===== config.mk =====
export PLATFORM = sky130hd
export DESIGN_NAME = tms34020_dbus_responder
export DESIGN_NICKNAME = d
export VERILOG_FILES = /design/src/rtl/tms34020_dbus_responder.sv
export SDC_FILE = /design/constraint.sdc
export NUM_CORES = 1
export LEC_CHECK = 0
export BUFFER_PORTS_ARGS = -buffer_cell sky130_fd_sc_hd__clkbuf_2
export CAP_MARGIN = 20
export CORE_AREA = 3 3 156 158
export CTS_BUF_LIST = sky130_fd_sc_hd__clkbuf_2 sky130_fd_sc_hd__clkbuf_4 sky130_fd_sc_hd__clkbuf_8
export CTS_CLUSTER_DIAMETER = 100
export DETAILED_ROUTE_END_ITERATION = 10
export DIE_AREA = 0 0 159 161
export SLEW_MARGIN = 30
export SYNTH_ARGS = -nofsm -noshare
export SYNTH_HDL_FRONTEND = slang
export SYNTH_SLANG_ARGS = --single-unit

===== constraint.sdc =====
create_clock -name CLK -period 5 [get_ports CLK]
set_input_delay 0.25 -clock CLK [delete_from_list [all_inputs] [get_ports CLK]]
set_output_delay 0.25 -clock CLK [all_outputs]
set_load 0.03 [all_outputs]

===== src/rtl/tms34020_dbus_responder.sv =====
// TMS34020 local DBUS target: strobe cycles -> req/ack backend port.
// Optional last-read buffer: define TMS34020_DBUS_RDHIT_EN.
module tms34020_dbus_responder #(
    parameter int unsigned MIN_WAIT = 1,
    parameter int unsigned TIMEOUT  = 255
) (
    input  logic        CLK,
    input  logic        RST_N,
    input  logic [31:0] DBUS_A,
    input  logic [31:0] DBUS_DO,
    input  logic [3:0]  DBUS_BE,
    input  logic [3:0]  DBUS_CODE,
    input  logic        DBUS_RAS,
    input  logic        DBUS_RD,
    input  logic        DBUS_WE,
    output logic [31:0] DBUS_DI,
    output logic        DBUS_RDY,
    output logic        MEM_REQ,
    output logic        MEM_WE,
    output logic [26:0] MEM_ADDR,
    output logic [31:0] MEM_WDATA,
    output logic [3:0]  MEM_BE,
    output logic [3:0]  MEM_CODE,
    output logic        MEM_LOCK,
    input  logic        MEM_ACK,
    input  logic [31:0] MEM_RDATA,
    output logic        BUS_ERR
);

    typedef enum logic [1:0] {IDLE, REQ, HOLD, DONE} state_t;

    localparam logic [3:0] MW = 4'(MIN_WAIT);
    localparam logic [8:0] TO = 9'(TIMEOUT);

    state_t      state_q;
    logic        rd_q;
    logic        we_q;
    logic        drop_q;
    logic        pend_q;
    logic [3:0]  wait_q;
    logic [3:0]  wait_d;
    logic [7:0]  tmo_q;
    logic [26:0] pa_q;
    logic [31:0] pd_q;
    logic [3:0]  pbe_q;
    logic [3:0]  pcode_q;
    logic        plock_q;
    logic        pwe_q;

    logic        start;
    logic        strb;
    logic        gone;
    logic        tmo_hit;
    logic        use_pend;
    logic        launch;
    logic        l_we;
    logic [26:0] l_addr;
    logic [31:0] l_wdata;
    logic [3:0]  l_be;
    logic [3:0]  l_code;
    logic        l_lock;
    logic        l_hit;
    logic [31:0] hit_data;
    logic        unused_a;

    assign start    = (DBUS_RD & ~rd_q) | (DBUS_WE & ~we_q);
    assign strb     = DBUS_RD | DBUS_WE;
    assign gone     = drop_q | ~strb;
    assign wait_d   = (wait_q == 4'd15) ? wait_q : wait_q + 4'd1;
    assign tmo_hit  = ({1'b0, tmo_q} + 9'd1) == TO;
    assign use_pend = (state_q == DONE) & pend_q;
    assign launch   = ((state_q == IDLE) & start)
                    | ((state_q == DONE) & strb & (pend_q | start));

    // A queued overlap cycle launches from its captured attributes.
    assign l_we    = use_pend ? pwe_q   : DBUS_WE;
    assign l_addr  = use_pend ? pa_q    : DBUS_A[31:5];
    assign l_wdata = use_pend ? pd_q    : DBUS_DO;
    assign l_be    = use_pend ? pbe_q   : DBUS_BE;
    assign l_code  = use_pend ? pcode_q : DBUS_CODE;
    assign l_lock  = use_pend ? plock_q : DBUS_RAS;

    assign unused_a = ^DBUS_A[4:0];

`ifdef TMS34020_DBUS_RDHIT_EN
    logic        hv_q;
    logic [26:0] ha_q;
    logic [31:0] hd_q;
    logic        l_byp;
    logic        cur_byp;
    logic        b_match;

    function automatic logic [31:0] merge(
        input logic [31:0] old,
        input logic [31:0] nw,
        input logic [3:0]  be
    );
        logic [31:0] r;
        r = old;
        for (int i = 0; i < 4; i++)
            if (be[i]) r[8*i +: 8] = nw[8*i +: 8];
        return r;
    endfunction

    assign l_byp    = (l_code == 4'b0100) | (l_code == 4'b0101);
    assign cur_byp  = (MEM_CODE == 4'b0100) | (MEM_CODE == 4'b0101);
    assign b_match  = hv_q & (ha_q == l_addr);
    assign l_hit    = ~l_we & ~l_byp & b_match;
    assign hit_data = hd_q;

    // Writes of any code keep the buffer coherent with the backend.
    always_ff @(posedge CLK or negedge RST_N) begin
        if (!RST_N) begin
            hv_q <= 1'b0;
            ha_q <= '0;
            hd_q <= '0;
        end else if (launch & l_we & b_match) begin
            hd_q <= merge(hd_q, l_wdata, l_be);
        end else if ((state_q == REQ) & MEM_ACK & ~MEM_WE
                     & ~gone & ~cur_byp) begin
            hv_q <= 1'b1;
            ha_q <= MEM_ADDR;
            hd_q <= MEM_RDATA;
        end
    end
`else
    assign l_hit    = 1'b0;
    assign hit_data = '0;
`endif

    always_ff @(posedge CLK or negedge RST_N) begin
        if (!RST_N) begin
            state_q   <= IDLE;
            rd_q      <= 1'b0;
            we_q      <= 1'b0;
            drop_q    <= 1'b0;
            pend_q    <= 1'b0;
            wait_q    <= '0;
            tmo_q     <= '0;
            pa_q      <= '0;
            pd_q      <= '0;
            pbe_q     <= '0;
            pcode_q   <= '0;
            plock_q   <= 1'b0;
            pwe_q     <= 1'b0;
            DBUS_DI   <= '0;
            DBUS_RDY  <= 1'b0;
            MEM_REQ   <= 1'b0;
            MEM_WE    <= 1'b0;
            MEM_ADDR  <= '0;
            MEM_WDATA <= '0;
            MEM_BE    <= '0;
            MEM_CODE  <= '0;
            MEM_LOCK  <= 1'b0;
            BUS_ERR   <= 1'b0;
        end else begin
            rd_q    <= DBUS_RD;
            we_q    <= DBUS_WE;
            BUS_ERR <= 1'b0;
            wait_q  <= wait_d;
            if (launch) begin
                MEM_WE    <= l_we;
                MEM_ADDR  <= l_addr;
                MEM_WDATA <= l_wdata;
                MEM_BE    <= l_be;
                MEM_CODE  <= l_code;
                MEM_LOCK  <= l_lock;
                DBUS_RDY  <= 1'b0;
                wait_q    <= '0;
                tmo_q     <= '0;
                drop_q    <= 1'b0;
                if (use_pend) pend_q <= 1'b0;
                if (l_hit) begin
                    DBUS_DI <= hit_data;
                    state_q <= HOLD;
                end else begin
                    MEM_REQ <= 1'b1;
                    state_q <= REQ;
                end
            end else begin
                if ((state_q == REQ || state_q == HOLD) && start && !pend_q) begin
                    pend_q  <= 1'b1;
                    pa_q    <= DBUS_A[31:5];
                    pd_q    <= DBUS_DO;
                    pbe_q   <= DBUS_BE;
                    pcode_q <= DBUS_CODE;
                    plock_q <= DBUS_RAS;
                    pwe_q   <= DBUS_WE;
                end
                unique case (state_q)
                    IDLE: ;
                    REQ: begin
                        tmo_q <= tmo_q + 8'd1;
                        if (!strb) drop_q <= 1'b1;
                        // An abandoned cycle still runs to the backend.
                        if (MEM_ACK || tmo_hit) begin
                            MEM_REQ <= 1'b0;
                            BUS_ERR <= ~MEM_ACK;
                            if (!MEM_WE && !gone)
                                DBUS_DI <= MEM_ACK ? MEM_RDATA : 32'hFFFF_FFFF;
                            if (gone) begin
                                pend_q  <= 1'b0;
                                state_q <= IDLE;
                            end else begin
                                state_q <= HOLD;
                            end
                        end
                    end
                    HOLD: begin
                        if (!strb) begin
                            pend_q  <= 1'b0;
                            state_q <= IDLE;
                        end else if (wait_q >= MW) begin
                            DBUS_RDY <= 1'b1;
                            state_q  <= DONE;
                        end
                    end
                    DONE: begin
                        if (!strb) begin
                            DBUS_RDY <= 1'b0;
                            pend_q   <= 1'b0;
                            state_q  <= IDLE;
                        end
                    end
                endcase
            end
        end
    end

endmodule


# Word level (Yosys, flattened, before mapping)
# Index checks and enable logic that the tools add are counted.
[classes]
addsub = 3
n_lt_le_gt_ge = 1
eq_ne = 13
muxes = 39
bitwise = 16
n_reduce_logical = 20
[ops]
columns = ["op", "count"]
rows = [
  ["$mux W32", 2],
  ["$mux W27", 1],
  ["$mux W1", 21],
  ["$mux W4", 4],
  ["$mux W8", 2],
  ["$mux W2", 6],
  ["$reduce_and A4 Y1", 3],
  ["$add A8 B1 Y9 const B", 1],
  ["$eq A9 B8 Y1 const B", 1],
  ["$add A8 B1 Y8 const B", 1],
  ["$and A1 B1 Y1", 6],
  ["$ne A3 B2 Y1 const B", 2],
  ["$ne A3 B3 Y1 const B", 2],
  ["$pmux W2 S3", 1],
  ["$reduce_and A2 Y1", 3],
  ["$not A1 Y1", 5],
  ["$or A1 B1 Y1", 5],
  ["$add A4 B1 Y4 const B", 1],
  ["$eq A2 B2 Y1 const B", 2],
  ["$eq A4 B4 Y1 const B", 1],
  ["$ge A4 B1 Y1 const B", 1],
  ["$ne A2 B2 Y1 const B", 2],
  ["$ne A4 B3 Y1 const B", 1],
  ["$pmux W1 S2", 2],
  ["other kinds (10)", 16],
]
[word_totals]
ff_bits = 191
elab_cells = 115

# Depth between registers and ports, before layout
[depth]
depth_word = 10
mapped_depth = 9

# Least setup slack after synthesis
# No wires, ideal clock.
[synth_path]
kind = "flip-flop to flip-flop"
startpoint = "reg state_q[1]"
endpoint = "reg pa_q[14]"
t_arrival_ps = 2009
required_time_ps = 4875
setup_slack_ps = 2866
stages_incl_launch_ff = 10
path_buffers = 4
synth_period_minus_slack_ps = 2134
cell_sequence = "dfrtp_1 -> ha_1 -> clkbuf_1 -> o21ai_1 -> nand2_1 -> or3_1 -> clkbuf_1 -> buf_6 -> buf_6 -> mux2_4"
[synth_via]
elab_chain_cells = 6
elab_cells_between_ends = 13
[synth_lines]
columns = ["element", "line", "source"]
rows = [
  ["start, declared", "35", "state_t state_q;"],
  ["start signal, assigned", "133", "state_q <= IDLE;"],
  ["start signal, assigned", "175", "state_q <= HOLD;"],
  ["start signal, assigned", "178", "state_q <= REQ;"],
  ["$eq A2 B2 Y1", "73", "| ((state_q == DONE) & strb & (pend_q | start));"],
  ["$and A1 B1 Y1 (2 in a row)", "73", ""],
  ["$or A1 B1 Y1", "73", ""],
  ["$not A1 Y1 (no line)", "n/a", ""],
  ["$reduce_and A2 Y1 (no line) *", "n/a", ""],
  ["end signal, assigned", "183", "pa_q <= DBUS_A[31:5];"],
  ["end, declared", "43", "logic [26:0] pa_q;"],
]
# Mark *: on every way between the ends. The rest lies on a longest branch, timed or not.
# A chain may end at the register's enable or synchronous reset.

# Final worst setup path
[layout_path]
startpoint = "reg state_q[1]"
endpoint = "reg pd_q[3]"
[layout_via]
elab_chain_cells = 6
elab_cells_between_ends = 13
[layout_lines]
columns = ["element", "line", "source"]
rows = [
  ["$eq A2 B2 Y1", "73", ""],
  ["$and A1 B1 Y1 (2 in a row)", "73", ""],
  ["$or A1 B1 Y1", "73", ""],
  ["$not A1 Y1 (no line)", "n/a", ""],
  ["$reduce_and A2 Y1 (no line) *", "n/a", ""],
  ["end signal, assigned", "141", "pd_q <= '0;"],
  ["end signal, assigned", "184", "pd_q <= DBUS_DO;"],
  ["end, declared", "44", "logic [31:0] pd_q;"],
]
# Marks and branches as above.

==> reports/qor.txt <==
clock buffer depth -> 2
area taken by flip-flops and latches -> 0.004780 mm²
post-synthesis register bit count -> 191
# resized after CTS -> 0
Post-Synth Adder-Cell Area -> 1.559%
first-pass GRT wire length -> 31,870 µm
DP HPWL -> 11,830 µm
dpl cell area -> 0.009437 mm²
initial antenna violation count -> 0
Ys Warns -> 0
number of DRC markers in iteration 0 -> 243
drt wl/cell -> 15.17 µm
highest clock rate -> 363.1 MHz
P_sw -> 0.002805 W
Clock transition at path regs -> 0.10 ns
top cell type's share of synthesized area -> 59.56%
TritonRoute pass-1 iters -> 4
GRT overflow -> 0
Worst Setup End Kind -> flip-flop
outcome -> completed
Final Max Tran Viols -> 0
CTS tree -> done
Worst-Skew Late Latency -> 0.46 ns
Crit path buffers/inverters -> 1
crit-path leading delay family -> simple AND/OR/NAND/NOR gates
Starting Density -> 34.50%
largest net degree at the start of global routing -> 97
Inserted Diodes -> 0
core area -> 0.02326 mm²
Unique masters post-synth -> 41
Util after Layout -> 45.90%
std cell rows -> 56
post-synthesis instance total -> 644
clk sink count -> 191
Setup CP Type -> flip-flop to flip-flop
Slowest-stage cell, CP -> or3_4
worst-path cell chain -> ha_1, o21ai_1, nand2_1, or3_4, buf_4, mux2_1
drt total wl -> 19,060 µm
remaining antenna violation count -> 0
Design Area, Final -> 0.01068 mm²
routed via count -> 5,929
total power -> 0.006583 W
gr usage total -> 15.27%
Die Width -> 159 µm
leakage power -> 5.289 nW
Slew headroom -> 44.71%
Clock Tree Root -> clkbuf_8
Post-synth EDFFs -> 0
power per cell area -> 616.6 mW/mm²
Int Pwr -> 0.003778 W
startpoint types -> flip-flop
unrepaired setup endpoints after global routing -> no
HP Class -> input pin to flip-flop
Net Count, Synth -> 764
vias in the first global route -> 6,186
compound-cell area share of the yosys netlist -> 9.526%
worst vdd ir -> 254.7 µV
Die ar. -> 0.02560 mm²
Hold WS -> 0.03893 ns
Synth Area in XOR/XNOR -> 1.091%
Synth area leader -> dfrtp_1
Gate power share -> 44.5%
Nets -> 1,046
routed vias/inst -> 4.721
depth of the CTS H-tree -> 4
setup tns final -> 0 ns
largest family of logic cells by synthesized area -> multiplexers
sequential share of power -> 41.2%
Num CTS Buffers -> 17
sw frac -> 42.61%
Clock Power Share -> 14.3%
Multi-input gate area -> 0.003064 mm²
layout cells sized above 1 -> 27.96%
drc violations -> 0
Syn-to-layout area delta -> 33.04%
sequential element share of the synthesized area -> 59.56%
synth top area cells -> dfrtp_1, mux2i_1, mux2_1
Die H -> 161 µm
Avg Inst Size Synth -> 12.46 µm²
min cycle time layout -> 2.754 ns
top-count cell post-synth -> dfrtp_1
Primary FF master, synth -> dfrtp_1
Fin. Hold Viols -> 0
CP Max Fanout -> 44
post-synthesis cell area -> 0.008025 mm²
Data arrival, critical path -> 3.09 ns
post-synthesis mux area share -> 19.15%
RePlAce Congestion -> 0.7478
commonest cells in the netlist -> dfrtp_1, nor2_1, a21oi_1, mux2i_1, mux2_1
Synth Area in Simple Gates -> 6.439%
CP peak stage delay -> 0.61 ns
final setup vio count -> 0
Critical Path RT -> 5.34 ns
final setup skew -> 0.01214 ns
worst slew pin tran -> 0.8218 ns
Ports -> 214
Async S/R FF share, synth -> 100.0%
Post-CTS Hold Fix Bufs -> 88
fraction of the cycle the final worst path needs -> 55.08%
max-cap violations -> 0
total setup buffers inserted after CTS -> 0
FILL cells -> 2,204
I/O Buffers -> 208
-- final cells by class --
class	count	share of cell area, %
Clock buffer	20	2.520
Clock inverter	10	0.7500
Timing Repair Buffer	304	19.28
Inverter	7	0.2461
Sequential cell	191	44.77
Multi-Input combinational cell	405	28.70
Tap cell	319	3.738
-- cells in the final DEF, fill, tap and decap left out, types with 8 or more instances in the layout --
master,Yosys,layout
nor2_1,90,90
mux2_4,10,10
dfrtp_1,191,191
clkbuf_2,0,207
a21oi_1,71,71
clkbuf_8,0,20
o22a_1,32,32
nand2_1,10,8
mux2i_1,71,71
dlygate4sd3_1,0,89
ha_1,10,10
mux2_1,59,59
-- registers in the layout (all words and copies together), names as in the netlist, 2 cells and up --
| name | count |
|---|---|
| DBUS_DI | 32 |
| MEM_WDATA | 32 |
| pd_q | 32 |
| MEM_ADDR | 27 |
| pa_q | 27 |
| tmo_q | 8 |
| MEM_BE | 4 |
| MEM_CODE | 4 |
| pbe_q | 4 |
| pcode_q | 4 |
| wait_q | 4 |
| state_q | 2 |
-- power groups by stage --
stage	Clock (W)	Sequential, W	Combinational (W)
5_1_grt	0.00106	0.00282	0.00319
4_1_cts	0.000999	0.00270	0.00297
6_report	0.000944	0.00271	0.00293
2_1_floorplan	0	0.00350	0.00125
3_3_place_gp	0	0.00270	0.00285
3_5_place_dp	0	0.00273	0.00290
-- metrics by stage --
stage | cells | setup WS (ns)
after floorplan | 644 | 2.866
after global placement | 1135 | 2.155
after detailed placement | 1137 | 2.225
after CTS | 1255 | 2.216
after global routing | 1256 | 2.055
final | 1256 | 2.246
-- final timing paths --
check                                 start     endpoint  slack, ns  cells past startpoint
worst max-delay path             state_q[1]      pd_q[3]       2.25                      6
worst min-delay path            DBUS_DO[31]     pd_q[31]       0.04                      2
worst max register to register   state_q[1]      pd_q[3]       2.25                      6
worst min register to register      MEM_REQ      MEM_REQ       0.49                      1
max in group asynchronous             RST_N   pcode_q[0]       3.56                      3
min in group asynchronous             RST_N  MEM_ADDR[7]       0.41                      2
-- metal layers --
metal	part of all wire [%]	track usage, %
met5	0	0
met4	2.6	5.850
met3	4.3	3.591
met2	50	26.19
met1	43	18.82
-- cell families (layout without fill, tap and decap cells) --
logic type,Yosys count,after routing
muxes,141,141
DFF,191,191
xor gates and xnor gates,10,10
AOI/OAI and AO/OA,120,120
buffers and inverters,48,341
and+or+nand+nor,124,124
adders and majority gates,10,10
Power figures use the tool's default switching activity.
